[src/rtl/adder_64b_rr_scheduler_if.sv]
// Requester/response bundle for the shared 64-bit adder scheduler.
// master drives beats and consumes responses; slave is the scheduler.
interface adder_64b_rr_scheduler_if #(
  parameter int NUM_REQ = 4,
  parameter int ID_W    = $clog2(NUM_REQ)
);
  logic [NUM_REQ-1:0]    i_req_valid;
  logic [NUM_REQ-1:0]    o_req_ready;
  logic [NUM_REQ*64-1:0] i_req_a;
  logic [NUM_REQ*64-1:0] i_req_b;
  logic [NUM_REQ-1:0]    i_req_c_in;
  logic [NUM_REQ-1:0]    i_req_last;
  logic                  o_rsp_valid;
  logic                  i_rsp_ready;
  logic [ID_W-1:0]       o_rsp_id;
  logic [63:0]           o_rsp_sum;
  logic                  o_rsp_c_out;
  logic                  o_rsp_last;
  logic                  o_busy;

  modport master (
    output i_req_valid, i_req_a, i_req_b,
    output i_req_c_in, i_req_last, i_rsp_ready,
    input  o_req_ready, o_rsp_valid, o_rsp_id,
    input  o_rsp_sum, o_rsp_c_out, o_rsp_last, o_busy
  );

  modport slave (
    input  i_req_valid, i_req_a, i_req_b,
    input  i_req_c_in, i_req_last, i_rsp_ready,
    output o_req_ready, o_rsp_valid, o_rsp_id,
    output o_rsp_sum, o_rsp_c_out, o_rsp_last, o_busy
  );
endinterface

[src/rtl/adder_64b_rr_scheduler.sv]
// Round-robin scheduler sharing one 64-bit CLA between requesters,
// with multi-beat carry chaining and a registered response slot.
module adder_cla_64b (
  input  logic [63:0] a,
  input  logic [63:0] b,
  input  logic        c_in,
  output logic [63:0] sum,
  output logic        c_out
);
  logic [63:0] gen;
  logic [63:0] prop;
  logic [63:0] c;
  logic [16:0] gc;
  logic        gg;
  logic        gp;

  // 4-bit groups: group generate/propagate feed the group carry chain
  always_comb begin
    gen = a & b;
    prop = a ^ b;
    c = '0;
    gc = '0;
    gc[0] = c_in;
    gg = 1'b0;
    gp = 1'b1;
    for (int j = 0; j < 16; j++) begin
      gg = 1'b0;
      gp = 1'b1;
      for (int i = 0; i < 4; i++) begin
        gg = gen[4*j+i] | (prop[4*j+i] & gg);
        gp = gp & prop[4*j+i];
      end
      gc[j+1] = gg | (gp & gc[j]);
      c[4*j] = gc[j];
      for (int i = 1; i < 4; i++) begin
        c[4*j+i] = gen[4*j+i-1]
                 | (prop[4*j+i-1] & c[4*j+i-1]);
      end
    end
    sum = prop ^ c;
    c_out = gc[16];
  end
endmodule

module adder_64b_rr_scheduler #(
  parameter int NUM_REQ = 4,
  parameter int ID_W    = $clog2(NUM_REQ)
) (
  input logic                 i_clk,
  input logic                 i_rst_n,
  adder_64b_rr_scheduler_if.slave bus
);
  typedef enum logic {IDLE, LOCKED} state_t;

  state_t          state;
  logic [ID_W-1:0] rr_ptr;
  logic [ID_W-1:0] owner;
  logic            chain_carry;

  logic            rsp_valid;
  logic [ID_W-1:0] rsp_id;
  logic [63:0]     rsp_sum;
  logic            rsp_c_out;
  logic            rsp_last;

  logic [ID_W-1:0] gnt;
  logic            found;
  logic            slot_free;
  logic            accept;
  logic [63:0]     op_a;
  logic [63:0]     op_b;
  logic            op_cin;
  logic            beat_last;
  logic [63:0]     add_sum;
  logic            add_cout;

  function automatic logic [ID_W-1:0] nxt(
    input logic [ID_W-1:0] id
  );
    return (int'(id) == NUM_REQ - 1) ? '0 : id + 1'b1;
  endfunction

  // Descending scan so the lowest offset from rr_ptr wins
  always_comb begin
    gnt = owner;
    found = 1'b0;
    unique case (state)
      LOCKED: found = bus.i_req_valid[owner];
      default: begin
        for (int k = NUM_REQ - 1; k >= 0; k--) begin
          if (bus.i_req_valid[(int'(rr_ptr) + k) % NUM_REQ]) begin
            gnt = ID_W'((int'(rr_ptr) + k) % NUM_REQ);
            found = 1'b1;
          end
        end
      end
    endcase
  end

  assign slot_free = !rsp_valid | bus.i_rsp_ready;
  assign accept = found & slot_free & i_rst_n;
  assign bus.o_req_ready =
    accept ? (NUM_REQ'(1) << gnt) : '0;

  assign op_a = bus.i_req_a[int'(gnt)*64 +: 64];
  assign op_b = bus.i_req_b[int'(gnt)*64 +: 64];
  assign beat_last = bus.i_req_last[gnt];
  assign op_cin = (state == LOCKED) ? chain_carry
                                    : bus.i_req_c_in[gnt];

  adder_cla_64b u_add (
    .a     (op_a),
    .b     (op_b),
    .c_in  (op_cin),
    .sum   (add_sum),
    .c_out (add_cout)
  );

  always_ff @(posedge i_clk or negedge i_rst_n) begin
    if (!i_rst_n) begin
      state       <= IDLE;
      rr_ptr      <= '0;
      owner       <= '0;
      chain_carry <= 1'b0;
      rsp_valid   <= 1'b0;
      rsp_id      <= '0;
      rsp_sum     <= '0;
      rsp_c_out   <= 1'b0;
      rsp_last    <= 1'b0;
    end else if (accept) begin
      rsp_valid <= 1'b1;
      rsp_id    <= gnt;
      rsp_sum   <= add_sum;
      rsp_c_out <= add_cout;
      rsp_last  <= beat_last;
      if (beat_last) begin
        state  <= IDLE;
        rr_ptr <= nxt(gnt);
      end else begin
        state       <= LOCKED;
        owner       <= gnt;
        chain_carry <= add_cout;
      end
    end else if (bus.i_rsp_ready) begin
      rsp_valid <= 1'b0;
    end
  end

  assign bus.o_rsp_valid = rsp_valid;
  assign bus.o_rsp_id    = rsp_id;
  assign bus.o_rsp_sum   = rsp_sum;
  assign bus.o_rsp_c_out = rsp_c_out;
  assign bus.o_rsp_last  = rsp_last;
  assign bus.o_busy      = (state == LOCKED);
endmodule
[src/flat_wrapper.sv]
// flat-port wrapper written by rule: the top's interface ports become plain ports
module adder_64b_rr_scheduler_flat 
#(
  parameter int NUM_REQ = 4,
  parameter int ID_W    = $clog2(NUM_REQ)
)
  (i_clk, i_rst_n, bus_i_req_valid, bus_i_req_a, bus_i_req_b, bus_i_req_c_in, bus_i_req_last, bus_i_rsp_ready, bus_o_req_ready, bus_o_rsp_valid, bus_o_rsp_id, bus_o_rsp_sum, bus_o_rsp_c_out, bus_o_rsp_last, bus_o_busy);
  adder_64b_rr_scheduler_if #(.NUM_REQ(NUM_REQ), .ID_W(ID_W)) bus_i ();
  input logic i_clk;
  input logic i_rst_n;
  input wire logic [$bits(bus_i.i_req_valid)-1:0] bus_i_req_valid;
  input wire logic [$bits(bus_i.i_req_a)-1:0] bus_i_req_a;
  input wire logic [$bits(bus_i.i_req_b)-1:0] bus_i_req_b;
  input wire logic [$bits(bus_i.i_req_c_in)-1:0] bus_i_req_c_in;
  input wire logic [$bits(bus_i.i_req_last)-1:0] bus_i_req_last;
  input wire logic [$bits(bus_i.i_rsp_ready)-1:0] bus_i_rsp_ready;
  output wire logic [$bits(bus_i.o_req_ready)-1:0] bus_o_req_ready;
  output wire logic [$bits(bus_i.o_rsp_valid)-1:0] bus_o_rsp_valid;
  output wire logic [$bits(bus_i.o_rsp_id)-1:0] bus_o_rsp_id;
  output wire logic [$bits(bus_i.o_rsp_sum)-1:0] bus_o_rsp_sum;
  output wire logic [$bits(bus_i.o_rsp_c_out)-1:0] bus_o_rsp_c_out;
  output wire logic [$bits(bus_i.o_rsp_last)-1:0] bus_o_rsp_last;
  output wire logic [$bits(bus_i.o_busy)-1:0] bus_o_busy;
  assign bus_i.i_req_valid = bus_i_req_valid;
  assign bus_i.i_req_a = bus_i_req_a;
  assign bus_i.i_req_b = bus_i_req_b;
  assign bus_i.i_req_c_in = bus_i_req_c_in;
  assign bus_i.i_req_last = bus_i_req_last;
  assign bus_i.i_rsp_ready = bus_i_rsp_ready;
  assign bus_o_req_ready = bus_i.o_req_ready;
  assign bus_o_rsp_valid = bus_i.o_rsp_valid;
  assign bus_o_rsp_id = bus_i.o_rsp_id;
  assign bus_o_rsp_sum = bus_i.o_rsp_sum;
  assign bus_o_rsp_c_out = bus_i.o_rsp_c_out;
  assign bus_o_rsp_last = bus_i.o_rsp_last;
  assign bus_o_busy = bus_i.o_busy;
  adder_64b_rr_scheduler #(.NUM_REQ(NUM_REQ), .ID_W(ID_W)) u_core (.i_clk(i_clk), .i_rst_n(i_rst_n), .bus(bus_i));
endmodule
[config.mk]
export PLATFORM = sky130hd
export DESIGN_NAME = adder_64b_rr_scheduler_flat
export DESIGN_NICKNAME = d
export VERILOG_FILES = /design/src/rtl/adder_64b_rr_scheduler_if.sv /design/src/rtl/adder_64b_rr_scheduler.sv /design/src/flat_wrapper.sv
export SDC_FILE = /design/constraint.sdc
export NUM_CORES = 1
export LEC_CHECK = 0
export CORE_AREA = 4 4 229 231
export DETAILED_ROUTE_END_ITERATION = 16
export DIE_AREA = 0 0 233 235
export PLACE_DENSITY = 0.59
export SLEW_MARGIN = 30
export SYNTH_ARGS = -nofsm -noshare
export SYNTH_HDL_FRONTEND = slang
export SYNTH_SLANG_ARGS = --single-unit
export TNS_END_PERCENT = 10
[constraint.sdc]
create_clock -name i_clk -period 8.48 [get_ports i_clk]
set_input_delay 0.848 -clock i_clk [delete_from_list [all_inputs] [get_ports i_clk]]
set_output_delay 0.848 -clock i_clk [all_outputs]
set_load 0.005 [all_outputs]
-- Yosys cells after proc, flatten, opt, wreduce, memory -nomap -nowiden
Index checks and enable logic that the tools add are counted.
- register bits after elaboration: 75
- latch bits: 0
- RAM bits: 0
- ROM bits: 0
- bits of input ports: 527
- memories: 0
- add/sub/neg operators: 4
- $mul: 0
- div/mod/pow operators: 0
- magnitude comparators: 6
- equality and inequality tests: 1
- shift-type cells: 3
- multiplexer cells: 33
- bitwise gates (word level): 282
- reductions and logical operators: 7
- operators by type and width (cell ; number):
    $shiftx 256x9->64 ; 2
    $and 1x1->1 ; 162
    $xor 64x64->64 ; 2
    $or 1x1->1 ; 113
    $and 64x64->64 ; 1
    $mux 1 ; 19
    $bmux 1 s2 ; 7
    $lt 3x4->1 const B ; 3
    $mux 2 ; 6
    $lt 2x3->1 const B ; 3
    $reduce_or 2->1 ; 3
    $add 2x1->2 const B ; 2
    $add 2x2->2 const B ; 2
    $mux 4 ; 1
    $reduce_and 2->1 ; 2
    $shl 1x2->4 const A ; 1
    $and 1x1->1 const A ; 3
    $eq 2x1->1 const B ; 1
    $reduce_bool 2->1 ; 1
    $logic_not 1->1 ; 1
    $not 1->1 ; 1

-- Longest topological paths before layout
Gate-level depths: netlist of the first run.
- depth in word-level cells: 55
- depth in mapped cells: 27

-- By module
Synthesis of the first run repeated with hierarchy kept, for this count alone.
- cell total of the unflattened synthesis: 1210
- area total of the unflattened synthesis: 9908.3 sq um
- by module, submodules not included (module ; instances ; cells each ; area an instance (sq um) ; seq. area each (sq um)):
    adder_64b_rr_scheduler ; 1 ; 946 ; 7220.7 ; 1876.8
    adder_cla_64b ; 1 ; 264 ; 2687.6 ; 0.0

-- Worst setup path after synthesis of the first run
No wires, ideal clock.
- path type: input to register
- from: input port bus_i_req_valid[1]
- to: register u_core.rsp_sum[31] (netlist: u_core.bus.o_rsp_sum[31])
- library setup time: 0.083 ns
- data arrival time: 6.217 ns
- data required time: 8.397 ns
- path slack: 2.180 ns
- cell stages on the path: 24
- cell sequence: clkbuf_1 > mux2_2 > a22oi_1 > and4_4 > nor2_2 > inv_2 > clkbuf_1 > buf_1 > nand2_1 > a31oi_1 > ha_1 > nand4_1 > nor4_1 > nand3_1 > mux2_4 > o211ai_1 > a21bo_1 > a21boi_1 > o21a_1 > fa_1 > fa_1 > fa_1 > xor2_1 > o21ai_0
- word-level cells in the longest chain between the ends: 36
- elaborated cells between the ends (all ways): 116
- classes of those cells: 2 x shift; 26 x mux; 88 x bitwise
- RTL lines (element ; RTL line ; source):
    start, declared ; flat_wrapper.sv:11 ; input wire logic [$bits(bus_i.i_req_valid)-1:0] bus_i_req_valid;
    $bmux 1 s2 ; adder_64b_rr_scheduler.sv:91 ; if (bus.i_req_valid[(int'(rr_ptr) + k) % NUM_REQ]) begin
    $mux 1 (implied by the code) (2 in series) ; adder_64b_rr_scheduler.sv:91 ;
    $mux 2 (4 in series) ; adder_64b_rr_scheduler.sv:91 ;
    $mux 2 ; adder_64b_rr_scheduler.sv:87 ; unique case (state)
    $shiftx 256x9->64, on equally long branches ; adder_64b_rr_scheduler.sv:105, adder_64b_rr_scheduler.sv:106 ;
    $xor 64x64->64 or $and 64x64->64 (tied branches) ; adder_64b_rr_scheduler.sv:20, adder_64b_rr_scheduler.sv:19 ;
    $and 1x1->1 ; adder_64b_rr_scheduler.sv:30 ; gg = gen[4*j+i] | (prop[4*j+i] & gg);
    $or 1x1->1 ; adder_64b_rr_scheduler.sv:30 ;
    (+16 left out) ; - ;
    $or 1x1->1 ; adder_64b_rr_scheduler.sv:33 ; gc[j+1] = gg | (gp & gc[j]);
    $and 1x1->1 ; adder_64b_rr_scheduler.sv:37 ; | (prop[4*j+i-1] & c[4*j+i-1]);
    $or 1x1->1 ; adder_64b_rr_scheduler.sv:37 ;
    $and 1x1->1 ; adder_64b_rr_scheduler.sv:37 ;
    $or 1x1->1 ; adder_64b_rr_scheduler.sv:37 ;
    $and 1x1->1 ; adder_64b_rr_scheduler.sv:37 ;
    $or 1x1->1 ; adder_64b_rr_scheduler.sv:37 ;
    $xor 64x64->64 ; adder_64b_rr_scheduler.sv:40 ; sum = prop ^ c;
    end signal, assigned ; adder_64b_rr_scheduler.sv:133 ; rsp_sum <= add_sum;
    end, declared ; adder_64b_rr_scheduler.sv:62 ; logic [63:0] rsp_sum;
Several ways; a longest one is shown, not always the timed one. The select of a mux whose other input is x is not followed.
A chain may end at the register's enable or synchronous reset.

-- Worst setup path in the final report of the first run
Ends and elaborated chain as after synthesis.

==> results.txt, run 1 <==
- Result of the run: finished clean
- The die covers 54760 um2.
- Utilization after layout: 0.3437
* Wire length of the first global-routing pass: 81010 um
- Counting every net in the synthesized netlist gives 2223.
- In this run, distinct cell masters in the synthesized netlist total 63.
- The initial utilization of the core area, before any placement, comes to 0.2037.
- Portion of the post-synthesis area used by sequential elements: 0.1840
* Routed vias/inst: 4.587
* Proportion of layout cells with a drive suffix above 1: 0.06554
- Once the clock tree was built, the resizer swapped 0 gates to a different size.
- Initial antenna violation count: 8
- In this run the number of H-tree levels came out at 3.
* Most area-consuming cells after synthesis: sky130_fd_sc_hd__nand2_1, sky130_fd_sc_hd__dfrtp_1, sky130_fd_sc_hd__fa_1, sky130_fd_sc_hd__nand3_1, sky130_fd_sc_hd__ha_1
- Derived from the worst setup path, the maximum achievable clock frequency is 136.1 MHz.
* Number of instances in the synthesized netlist: 1580
- CTS hold repair buffers: 0
- The tightest min-delay check is of the input pin to async pin type.
- The HPWL after detailed placement is 45850 um.
- The number of global-route vias before repair came to 13.22k.
- Placer's final routability congestion estimate: 0.9164
- Fraction of registers with async set or reset after synthesis: 1.000
- In the finished design, the share of the clock period the worst path needs comes to 0.8664.
- The worst path in the final design needs a cycle of 7347 ps, including I/O delays and setup.
- Number of nets still failing antenna checks after routing: 0
- Counting instances in the post-synthesis netlist gives the leading cell types as sky130_fd_sc_hd__nand2_1, sky130_fd_sc_hd__nand3_1, sky130_fd_sc_hd__dfrtp_1, sky130_fd_sc_hd__inv_2, sky130_fd_sc_hd__clkbuf_1.
- Final setup viols: 0
- Combined global-route utilization of all metal layers: 0.1945
- Number of max-cap violations: 0
- For this block, the routed nets add up to 55390 um of wire.
- STA classifies the critical path endpoint as a flop.
- Of all nets on the critical path, the largest fanout is 104.
- The final hold violation count came to 0.
- Clock tree synthesis found a total of 75 sinks.
* Number of buffers inserted by post-CTS setup repair: 0
- Dividing total power by cell area gives a power density of 553.3 nW/um2.
- Area fraction of the dominant cell type after synthesis: 0.2333
- Data arrival at the endpoint of the critical path: 7630 ps
* Deepest clock path buffer count: 2
- The core region is 50070 um2.
- Library cell with the largest summed area after synthesis: sky130_fd_sc_hd__nand2_1
- Pin slew with the least headroom to its limit: 911.0 ps
- CP required: 8770 ps
* Setup crit start kind: input pin
- During synthesis, Yosys emitted a total of 0 warnings.
* Maximum ir drop on the vdd rail: 0.0003118 V
- Summing over every cut layer, the via total after detailed routing is 12.83k.
- Pin count of the biggest net entering global routing: 105
- Post-CTS clock slew at the launch and capture registers of the worst setup and hold paths: 70 ps
- The tree is rooted in a sky130_fd_sc_hd__clkbuf_16.
* Seq cells post-synth: 75
- Summed over all failing endpoints, the final setup total negative slack is 0 ps.
* Clock Skew: 6.859 ps
* Number of synthesized flops with an enable pin: 0
- Iter 0 DRT Violations: 751
* Number of nets at the end of the flow: 2759
* Max-Slew Margin vs Limit: 0.3927
- TritonCTS clock tree: built
- After detailed routing, the number of remaining DRC violations is 0.
* First-pass iteration count of the detailed router: 5
- For this run the aggregate overflow at the end of global routing stands at 0.
- Measured along the x axis, the die boundary spans 233 um.
- In this run the static leakage power is 7.645 nW.
* Average cell area after synthesis: 6.455 um2
* Critical setup path kind: input pin to flop
* Synth Flop Type: sky130_fd_sc_hd__dfrtp_1
- Setup repair after global routing left no endpoint under its margin.
- Post-Synthesis Cell Area: 10200 um2
- Total power for the finished layout comes to 9.520 mW.
- Total number of placement rows: 82
* Max-slew violation count: 0
- Input and output buffers added on the ports amount to 600.
- Routed length per instance: 19.80 um
- Number of clock buffers inserted by TritonCTS: 9
* Clock latency on the worst-skew pair: 370 ps
- Pin placement for this block handled 601 I/O pins.
- Compared with the post-synthesis result, the final layout area differs by 68.72%.
- Leading cell type by number of instances after synthesis: sky130_fd_sc_hd__nand2_1
- Measured along the y axis, the die boundary spans 235 um.
==> worst max-delay path, stage by stage <==
cell                              delay (ps)
sky130_fd_sc_hd__clkdlybuf4s50_1         570
sky130_fd_sc_hd__mux2_2                  350
sky130_fd_sc_hd__a22oi_1                 250
sky130_fd_sc_hd__and4_4                  330
sky130_fd_sc_hd__nor2_4                   80
sky130_fd_sc_hd__inv_8                   460
sky130_fd_sc_hd__buf_4                   270
sky130_fd_sc_hd__nand2_1                  60
sky130_fd_sc_hd__and3_1                  170
sky130_fd_sc_hd__a31oi_1                 320
sky130_fd_sc_hd__ha_1                    240
sky130_fd_sc_hd__nand4_1                 190
sky130_fd_sc_hd__nor4_1                  300
sky130_fd_sc_hd__buf_4                   190
sky130_fd_sc_hd__nand3_1                  80
sky130_fd_sc_hd__mux2_4                  290
sky130_fd_sc_hd__o211ai_1                310
sky130_fd_sc_hd__a21bo_1                 200
sky130_fd_sc_hd__a21boi_1                140
sky130_fd_sc_hd__o21a_1                  260
sky130_fd_sc_hd__fa_1                    470
sky130_fd_sc_hd__fa_1                    460
sky130_fd_sc_hd__fa_1                    440
sky130_fd_sc_hd__xor2_1                  140
sky130_fd_sc_hd__o21ai_0                 130
==> cells in the final DEF, fill, tap and decap left out, types with 6 or more instances in the layout <==
master and count:
sky130_fd_sc_hd__and2_1 45, sky130_fd_sc_hd__inv_1 23, sky130_fd_sc_hd__clkbuf_16 9, sky130_fd_sc_hd__o21a_1 7, sky130_fd_sc_hd__o21ai_1 6, sky130_fd_sc_hd__a21o_1 17
sky130_fd_sc_hd__o21ai_0 64, sky130_fd_sc_hd__ha_1 68, sky130_fd_sc_hd__buf_4 26, sky130_fd_sc_hd__nand2_1 633, sky130_fd_sc_hd__mux2_2 9, sky130_fd_sc_hd__and3_1 46
sky130_fd_sc_hd__clkdlybuf4s50_1 599, sky130_fd_sc_hd__nand4_1 13, sky130_fd_sc_hd__nand3_1 172, sky130_fd_sc_hd__dfrtp_1 75, sky130_fd_sc_hd__xor2_1 16, sky130_fd_sc_hd__nor2_1 18
sky130_fd_sc_hd__a21oi_1 21, sky130_fd_sc_hd__fa_1 48, sky130_fd_sc_hd__inv_2 73, sky130_fd_sc_hd__a31oi_1 47
==> path summary, 6_finish.rpt <==
check	end	slack, ps	cells after the start	from
worst max-delay path	u_core.bus.o_rsp_sum[31]	1130	25	bus_i_req_valid[1]
worst max register to register	u_core.bus.o_rsp_sum[31]	1540	24	u_core.rr_ptr[1]
min in group i_clk	u_core.bus.o_rsp_last	480	2	u_core.bus.o_rsp_last
worst min register to register	u_core.bus.o_rsp_last	480	2	u_core.bus.o_rsp_last
worst min-delay path	u_core.bus.o_rsp_sum[43]	430	1	i_rst_n
max in group asynchronous	u_core.bus.o_rsp_sum[5]	6980	2	i_rst_n
==> layout make-up <==
class / count / area (um2)
fill: 5402 / 32860
multi-input combinational: 1303 / 7567
timing repair buffer: 629 / 6271
sequential: 75 / 1877
tap: 672 / 840.8
inverter: 98 / 377.9
clock buffer: 11 / 232.7
clock inverter: 5 / 30.03
antenna: 4 / 10.01
==> sequential cells by signal (all words and copies together) (netlist names) <==
register and cells:
u_core.bus.o_busy 1, u_core.bus.o_rsp_c_out 1, u_core.bus.o_rsp_id 2, u_core.bus.o_rsp_last 1, u_core.bus.o_rsp_sum 64, u_core.bus.o_rsp_valid 1, u_core.chain_carry 1, u_core.owner 2
u_core.rr_ptr 2
==> per-layer routing <==
metal	vias to the layer above	GRT usage	routed length (um)
met4	4	0.05977	1299
met3	64	0.04566	4024
li1	6279	-	-
met2	514	0.3353	26930
met5	-	0	31
met1	5970	0.2394	23110
==> per-stage QoR <==
stage / hold slack, ps / cell area [um2] / worst slack, ps / instances
after floorplan: 471.1 / 10200 / 2180 / 1580
after global placement: 463.0 / 16930 / 890.4 / 2777
after detailed placement: 465.8 / 16930 / 773.0 / 2777
after CTS: 428.3 / 17200 / 1158 / 2793
after global routing: 443.3 / 17210 / 747.4 / 2797
final: 430.7 / 17210 / 1133 / 2797
==> power by group <==
part	switching [mW]	total, mW	internal (mW)
Combinational	5.08	8.45	3.37
Sequential	0.124	0.695	0.571
Clock	0.182	0.380	0.197
Total	5.38	9.52	4.14
==> cells by family (layout without fill, tap and decap cells) <==
family,Yosys count,count (layout),share of synthesized area
multiplexers,15,15,0.01779
buffers and inverters,202,743,0.07594
XOR/XNOR,17,17,0.01460
other,0,4,0
AND/OR/NAND/NOR,957,957,0.4084
adder cells (fa/ha/maj),116,116,0.1776
flip-flops,75,75,0.1840
AO/OA/AOI/OAI,198,198,0.1216
No activity file was read; power rests on OpenSTA's default activity.
==> run 2: changes to the inputs <==
Settings changed: CTS_CLUSTER_DIAMETER set to 150.
==> results of run 2 <==
Final layout, timing and power as in run 1 (identical DEF).
